$ cat config.mk
export PLATFORM = sky130hd
export DESIGN_NAME = off_board_decode
export DESIGN_NICKNAME = d
export VERILOG_FILES = /design/src/rtl/off_board_pkg.sv /design/src/rtl/off_board_fifo.sv /design/src/rtl/off_board_decode.sv
export SDC_FILE = /design/constraint.sdc
export NUM_CORES = 1
export LEC_CHECK = 0
export CAP_MARGIN = 20
export CORE_MARGIN = 5
export CORE_UTILIZATION = 39
export DETAILED_ROUTE_END_ITERATION = 6
export GPL_ROUTABILITY_DRIVEN = 0
export GPL_TIMING_DRIVEN = 0
export RECOVER_POWER = 100
export SLEW_MARGIN = 25
export SYNTH_ARGS = -nofsm -noshare
export SYNTH_HDL_FRONTEND = slang
export SYNTH_SLANG_ARGS = --single-unit
$ cat constraint.sdc
create_clock -name clk -period 3.2 [get_ports clk]
set_input_delay 0.32 -clock clk [delete_from_list [all_inputs] [get_ports clk]]
set_output_delay 0.32 -clock clk [all_outputs]
set_load 0.05 [all_outputs]
$ cat src/rtl/off_board_pkg.sv
// Types and constants shared by the off-board link encoder and decoder.
package off_board_pkg;

    typedef logic [31:0] off_board_word_t;

    typedef enum logic [0:0] {
        S_FIRST,
        S_SECOND
    } off_board_dec_state_e;

    // Number of identical beats the encoder sends per payload word.
    localparam int unsigned OFF_BOARD_REPEAT = 2;

endpackage

$ cat src/rtl/off_board_fifo.sv
// Synchronous first-word-fall-through FIFO with a registered read data port.
// rdata holds its last value while the FIFO is empty.
module off_board_fifo #(
    parameter int unsigned DEPTH = 4,
    parameter int unsigned WIDTH = 32
) (
    input  logic                     clk,
    input  logic                     reset_n,
    input  logic                     push,
    input  logic [WIDTH-1:0]         wdata,
    input  logic                     pop,
    output logic [WIDTH-1:0]         rdata,
    output logic [$clog2(DEPTH):0]   fill,
    output logic                     full,
    output logic                     empty
);

    localparam int unsigned PW = $clog2(DEPTH);
    localparam int unsigned FW = PW + 1;

    logic [WIDTH-1:0] mem_q [DEPTH];
    logic [PW-1:0]    wr_ptr_q, rd_ptr_q, rd_ptr_d;
    logic [FW-1:0]    fill_q, fill_d;
    logic [WIDTH-1:0] rdata_q, rdata_d;
    logic             do_push, do_pop;

    assign full    = (fill_q == FW'(DEPTH));
    assign empty   = (fill_q == '0);
    assign do_push = push && !full;
    assign do_pop  = pop && !empty;
    assign rdata   = rdata_q;
    assign fill    = fill_q;

    // Next fill/read pointer and the word that will sit at the head after this edge.
    always_comb begin
        fill_d   = fill_q;
        rd_ptr_d = rd_ptr_q;
        rdata_d  = rdata_q;
        if (do_push && !do_pop) begin
            fill_d = fill_q + 1'b1;
        end else if (!do_push && do_pop) begin
            fill_d = fill_q - 1'b1;
        end
        if (do_pop) begin
            rd_ptr_d = rd_ptr_q + 1'b1;
        end
        if (fill_d != '0) begin
            // The new head is the word being written when it lands on the head slot.
            if (do_push && (rd_ptr_d == wr_ptr_q)) begin
                rdata_d = wdata;
            end else begin
                rdata_d = mem_q[rd_ptr_d];
            end
        end
    end

    // Storage array; no reset needed since fill gates visibility.
    always_ff @(posedge clk) begin
        if (do_push) begin
            mem_q[wr_ptr_q] <= wdata;
        end
    end

    // Pointer, fill and head-data registers with synchronous reset.
    always_ff @(posedge clk) begin
        if (!reset_n) begin
            wr_ptr_q <= '0;
            rd_ptr_q <= '0;
            fill_q   <= '0;
            rdata_q  <= '0;
        end else begin
            if (do_push) begin
                wr_ptr_q <= wr_ptr_q + 1'b1;
            end
            rd_ptr_q <= rd_ptr_d;
            fill_q   <= fill_d;
            rdata_q  <= rdata_d;
        end
    end

endmodule

$ cat src/rtl/off_board_decode.sv
// Off-board link receiver: pairs duplicated beats, checks the copies agree,
// realigns by one beat on mismatch and buffers decoded words for the consumer.
module off_board_decode
    import off_board_pkg::*;
#(
    parameter int unsigned DEPTH      = 4,
    parameter int unsigned LOCK_COUNT = 2,
    parameter int unsigned ERR_W      = 16
) (
    input  logic                 clk,
    input  logic                 reset_n,
    input  logic [31:0]          t0_data,
    input  logic                 t0_valid,
    output logic                 t0_ready,
    output logic [31:0]          i0_data,
    output logic                 i0_valid,
    input  logic                 i0_ready,
    output logic                 in_sync,
    output logic                 err_pulse,
    output logic [ERR_W-1:0]     err_count
);

    localparam int unsigned FW = $clog2(DEPTH) + 1;
    localparam int unsigned GW = $clog2(LOCK_COUNT + 1);
    localparam logic [GW:0] LOCK_EXT = (GW + 1)'(LOCK_COUNT);

    off_board_dec_state_e state_q, state_d;
    off_board_word_t      hold_q, hold_d;
    logic [GW-1:0]        good_run_q, good_run_d;
    logic [GW:0]          run_inc;
    logic                 in_sync_q, in_sync_d;
    logic                 err_pulse_q, err_pulse_d;
    logic [ERR_W-1:0]     err_count_q, err_count_d;
    logic                 accept, push;
    logic [FW-1:0]        fifo_fill;
    logic                 fifo_full, fifo_empty;
    logic                 unused_full;

    assign unused_full = fifo_full;

    // Ready depends only on registered state so the consumer cannot stall us combinationally.
    assign t0_ready = reset_n && ((state_q == S_FIRST) || (fifo_fill < FW'(DEPTH)));
    assign accept   = t0_valid && t0_ready;
    assign run_inc  = {1'b0, good_run_q} + 1'b1;

    // Pair-alignment FSM, sync tracking and error accounting.
    always_comb begin
        state_d     = state_q;
        hold_d      = hold_q;
        good_run_d  = good_run_q;
        in_sync_d   = in_sync_q;
        err_pulse_d = 1'b0;
        err_count_d = err_count_q;
        push        = 1'b0;
        if (accept) begin
            unique case (state_q)
                S_FIRST: begin
                    hold_d  = t0_data;
                    state_d = S_SECOND;
                end
                S_SECOND: begin
                    if (t0_data == hold_q) begin
                        // While regaining lock, only the pair that completes the run is kept.
                        push       = in_sync_q || (run_inc == LOCK_EXT);
                        good_run_d = (run_inc >= LOCK_EXT) ? LOCK_EXT[GW-1:0] : run_inc[GW-1:0];
                        if (run_inc >= LOCK_EXT) begin
                            in_sync_d = 1'b1;
                        end
                        state_d = S_FIRST;
                    end else begin
                        // Treat the new beat as the first copy of the next pair.
                        err_pulse_d = 1'b1;
                        err_count_d = (&err_count_q) ? err_count_q : err_count_q + 1'b1;
                        in_sync_d   = 1'b0;
                        good_run_d  = '0;
                        hold_d      = t0_data;
                    end
                end
            endcase
        end
    end

    // Decoder state registers with synchronous active-low reset.
    always_ff @(posedge clk) begin
        if (!reset_n) begin
            state_q     <= S_FIRST;
            hold_q      <= '0;
            good_run_q  <= LOCK_EXT[GW-1:0];
            in_sync_q   <= 1'b1;
            err_pulse_q <= 1'b0;
            err_count_q <= '0;
        end else begin
            state_q     <= state_d;
            hold_q      <= hold_d;
            good_run_q  <= good_run_d;
            in_sync_q   <= in_sync_d;
            err_pulse_q <= err_pulse_d;
            err_count_q <= err_count_d;
        end
    end

    off_board_fifo #(
        .DEPTH (DEPTH),
        .WIDTH (32)
    ) u_fifo (
        .clk     (clk),
        .reset_n (reset_n),
        .push    (push),
        .wdata   (hold_q),
        .pop     (i0_ready),
        .rdata   (i0_data),
        .fill    (fifo_fill),
        .full    (fifo_full),
        .empty   (fifo_empty)
    );

    assign i0_valid  = !fifo_empty;
    assign in_sync   = in_sync_q;
    assign err_pulse = err_pulse_q;
    assign err_count = err_count_q;

endmodule

; Yosys cells after proc, flatten, opt, wreduce, memory -nomap -nowiden
; Memories as Yosys holds them, arrays and structs flattened. A register that Yosys moved wholly into a read port is not among the register bits.
; Cells that the tools add are included.
[classes]
n_addsub = 6
order_cmp = 2
n_eq_ne = 5
muxes = 16
bitwise = 3
n_reduce_logical = 21
[op_table]
columns = op, count
row1 = $pmux W32 S2, 1
row2 = $eq A32 B32 Y1, 1
row3 = $mux W32, 1
row4 = $add A16 B1 Y16 const B, 1
row5 = $reduce_and A16 Y1, 1
row6 = $mux W1, 8
row7 = $logic_and A1 B1 Y1, 6
row8 = $mux W2, 3
row9 = $mux W3, 2
row10 = $reduce_and A3 Y1, 2
row11 = $logic_not A1 Y1, 5
row12 = $add A2 B1 Y2 const B, 2
row13 = $reduce_and A2 Y1, 2
row14 = $reduce_and A4 Y1, 1
row15 = $add A2 B1 Y3 const B, 1
row16 = $add A3 B1 Y3 const B, 1
row17 = $eq A3 B2 Y1 const B, 1
row18 = $eq A3 B3 Y1 const B, 1
row19 = $ge A3 B2 Y1 const B, 1
row20 = $logic_not A3 Y1, 1
row21 = $lt A3 B3 Y1 const B, 1
row22 = $not A1 Y1, 3
row23 = $reduce_bool A3 Y1, 1
row24 = $sub A3 B1 Y3 const B, 1
row25 = 4 further kinds, 5
[word_totals]
regBits = 60
ram_bits = 128
input_bits = 36
output_inout_bits = 52
memories = 1
[mem_list]
columns = memory, words, word_bits, rd, rd_clocked_by_memory_dff, write_ports, line
row1 = u_fifo.mem_q, 4, 32, 1, 1, 1, off_board_fifo.sv:21  ; logic [WIDTH-1:0] mem_q [DEPTH];

; Depth between registers and ports, before layout
; Gate-level depths: netlist of the first run.
[logic_depth]
word_depth = 12
mapped_depth = 11
ltp_nobuf = 9

; Hierarchy
; Synthesis of the first run repeated with hierarchy kept, for this count alone.
[hier_totals]
cells_unflattened = 1040
hier_area_um2 = 11295.8
[by_module_without_submodules]
columns = module, n_inst, cells_per_inst, area_per_inst_um2
row1 = off_board_fifo, 1, 766, 8754.6
row2 = off_board_decode, 1, 274, 2541.2

; Worst setup path before layout of the first run
; OpenSTA, ideal clock, no wires.
[synth_path]
path_kind = register to register
startpoint = reg hold_q[7]
endpoint = mem u_fifo.mem_q[2][0], enable pin
setup_time_ns = 0.392
arrival_ns = 2.643
t_required_ns = 2.808
slack_ns = 0.165
path_stages_with_launch = 8
path_buffers = 2
cell_sequence = dfxtp_1 -> xor2_1 -> nor4_2 -> nand4_1 -> nor3_2 -> clkbuf_1 -> clkbuf_1 -> and2_1
[synth_between]
elab_chain_cells = 7
[synth_lines]
columns = item, line
row1 = from (decl), off_board_decode.sv:28  ; off_board_word_t hold_q, hold_d;
row2 = from (signal assigned), off_board_decode.sv:94  ; hold_q <= hold_d;
row3 = $eq A32 B32 Y1, off_board_decode.sv:62  ; if (t0_data == hold_q) begin
row4 = $mux W1, off_board_decode.sv:62
row5 = $mux W1, off_board_decode.sv:56  ; unique case (state_q)
row6 = $mux W1, off_board_decode.sv:55  ; if (accept) begin
row7 = $logic_and A1 B1 Y1, off_board_fifo.sv:29  ; assign do_push = push && !full;
row8 = $mux W1, off_board_fifo.sv:59  ; if (do_push) begin
row9 = $mux W1 (not written as such), off_board_fifo.sv:60  ; mem_q[wr_ptr_q] <= wdata;
row10 = to (decl), off_board_fifo.sv:21
; No other way between the ends.

; Worst setup path after layout of the first run
[layout_path]
startpoint = reg hold_q[22]
endpoint = mem u_fifo.mem_q[1][30], enable pin
; The elaborated chain is that of the path after synthesis.

==> metrics.csv, run 1 <==
metric;value;unit
timing.fmax;0.336;GHz
relSlewSlack;53.8;%
finalCriticalPeriod;2.97;ns
num-fill-cells;2139;
wl_per_cell;20.0;um
cts_root_buffer;clkbuf_16;
ys_seq_elements;220;
setup-tns-final;0;ns
critical_path.top_delay_family;simple AND/OR/NAND/NOR gates;
cpPeakStageDelay;0.45;ns
place_ws;-1.12;ns
critPathKind;flip-flop to flip-flop;
dp.cells;1120;
synth-seq-area-share;59.4;%
crit_path_end_kind;flip-flop;
status;finished, final reports clean;
grt_pass1_vias;6148;
cts_buffer_depth;3;
path_clk_slew;0.06;ns
overflow;0;
htreeDepth;1;
drcViolationCount;0;
p_seq_share;36.3;%
synth-edff-count;128;
dr_total_vias;6054;
core;0.0242;sq mm
grt_usage;16.7;%
syn-num-nets;749;
arrival;3.19;ns
setup_ws;0.225;ns
crit_path_top_delay_cell;dfxtp_1;
drive_gt1_share;14.1;%
area_growth;24.3;%
yosysMostFrequentCell;edfxtp_1;
drt_iter0_drc;397;
die_w;167;um
p_sw_share;32.6;%
power_density;756;mW/mm^2
worstMarginPinSlew;0.693;ns
final_hold_viol_count;0;
first_pass_iters;5;
maxCapViolations;0;
syn_area;0.00957;sq mm
fp.dieH;167;um
syn_avg_cell_area;13.6;sq um
comb_power_share;35.1;%
path_cells;xor2_1, nor4_2, nand4_1, buf_4, nor3_4, buf_2, buf_2, and2_4, buf_16;
clock-sinks;220;
vias_per_cell;5.16;
wirelength;23500;um
min_path_type;flip-flop to flip-flop;
final_cells;1174;
cts-buffers-inserted;24;
start_util;39.5;%
syn_inst;705;
ir_drop;0.433;mV
startpoint_type;flip-flop;
p_switching;2.94;mW
p_leak;4.63;nW
fin_skew;0.0191;ns
core.rowCount;57;
ioPinCount;88;
slew_viol_final;0;
period_share;93.0;%
grt_pass1_wl;36700;um
cts_tree;yes;
intPower;6.06;mW
yosys-top-cells-area;edfxtp_1, dfxtp_1, mux2i_1;
pwr-share-clk;28.6;%
crit_top_cell;buf_2;
ys_top_cells_by_count;edfxtp_1, dfxtp_1, mux2i_1;
port-buffer-count;87;
yosys.area.top_type_share;40.2;%
ant_nets;0;
die_area;0.0278;sq mm
setup_violations;0;
crit_fanout;16;
grt_max_degree;19;
antenna_found_initial;0;
synthFlopType;edfxtp_1;
path_buf_inv;4;
netlist-cell-type-count;45;
synth_top_cell_by_area;edfxtp_1;
yosysWarnings;0;
ys_async_sr_fraction;0;%
clk_latency;0.52;ns
dp_hpwl;16100;um
critPathRequiredTime;3.42;ns
num-nets-final;875;
[placed cells by master (no fill, tap or decap), types with 26 or more instances in the layout]
master | Yosys | layout
nand2_1 | 51 | 51
dfxtp_1 | 92 | 92
and3_1 | 37 | 37
mux2i_1 | 74 | 74
nor2b_1 | 37 | 37
dlygate4sd3_1 | 0 | 50
clkdlybuf4s50_1 | 0 | 37
edfxtp_1 | 128 | 128
a21boi_0 | 37 | 37
o21ai_0 | 31 | 30
xor2_1 | 35 | 35
mux4_2 | 32 | 32
clkbuf_1 | 31 | 26
[worst register-to-register path, stage by stage (launching register included)]
cell     delay, ns
dfxtp_1       0.45
xor2_1        0.16
nor4_2        0.42
nand4_1       0.13
buf_4         0.18
nor3_4        0.27
buf_2         0.31
buf_2         0.30
and2_4        0.26
buf_16        0.18
[worst paths after layout]
| kind | start | to | slack, ns | depth (start not counted) |
|---|---|---|---|---|
| setup reg to reg | hold_q[22] | u_fifo.mem_q[1][30] | 0.23 | 9 |
| hold reg to reg | u_fifo.rdata[26] | u_fifo.rdata[26] | 0.45 | 2 |
| hold / removal | u_fifo.rdata[26] | u_fifo.rdata[26] | 0.45 | 2 |
| setup / recovery | hold_q[22] | u_fifo.mem_q[1][30] | 0.23 | 9 |
[layout make-up]
type / instances / area [sq um] / share of cell area (%)
sequential: 220 / 5690 / 47.8
antenna: 1 / 2.50 / 0.0210
clock inverter: 12 / 70.1 / 0.589
inverter: 8 / 30.0 / 0.252
timing repair buffer: 100 / 1110 / 9.34
tap: 324 / 405 / 3.41
clock buffer: 32 / 671 / 5.63
multi-input combinational: 435 / 3700 / 31.1
buffer: 42 / 226 / 1.90
[sequential cells by signal, summed over array words and instances, names as in the netlist]
signal and flops:
err_count 16, err_pulse 1, good_run_q 2, hold_q 32, in_sync 1, state_q 1, u_fifo.fill 3, u_fifo.mem_q 128
u_fifo.rd_ptr_q 2, u_fifo.rdata 32, u_fifo.wr_ptr_q 2
[layer usage]
metal	vias to the layer above	track usage, %	part of all wire (%)
met5	-	0	0
met4	0	3.95	2.5
met3	41	2.56	4.4
met2	151	27.6	47
met1	2983	23.4	46
li1	2879	-	-
[power groups by stage]
stage / Combinational [mW] / Sequential (mW) / Clock [mW]
6_report: 3.16 / 3.27 / 2.57
5_1_grt: 3.36 / 3.30 / 2.76
4_1_cts: 3.06 / 3.27 / 2.63
3_5_place_dp: 3.05 / 3.33 / 0
3_3_place_gp: 3.03 / 3.33 / 0
2_1_floorplan: 1.90 / 3.66 / 0
[cells by family (layout without fill, tap and decap cells)]
group / after synthesis / in the layout / synth area share (%)
fa+ha+maj: 10 / 10 / 1.25
buf+inv: 50 / 194 / 2.48
simple gates: 188 / 188 / 11.3
compound gates: 88 / 88 / 6.00
flops: 220 / 220 / 59.4
other cells: 0 / 1 / 0
xor+xnor: 42 / 42 / 4.21
mux: 107 / 107 / 15.4
[stage by stage]
step           total power [mW]  utilization (%)  instance area (sq um)  hold slack, ns
6_report                   9.00             49.1                  11900           0.455
5_1_grt                    9.41             49.1                  11900           0.483
4_1_cts                    8.96             48.8                  11800           0.454
3_5_place_dp               6.38             45.2                  11000           0.450
3_3_place_gp               6.36             44.7                  10800           0.446
2_1_floorplan              5.55                -                   9570           0.466
[timing repair]
action | 4_1_cts | 5_1_grt
endpoints found under the setup margin | 162 | 159
setup buffers | 5 | 4
resized for setup | 14 | 13
pin swaps | 5 | 3
hold buffers | 0 | 0
No activity file was read; power rests on OpenSTA's default activity.
==> run 2, diff against run 1 <==
CAP_MARGIN = 5   (was 20)
==> results of run 2 <==
The final DEF is identical to that of run 1; final timing and power are the same.
==> run 3, diff against run 2 <==
CAP_MARGIN = 20   (was 5)
==> results of run 3 <==
The final DEF is identical to that of run 1; final timing and power are the same.
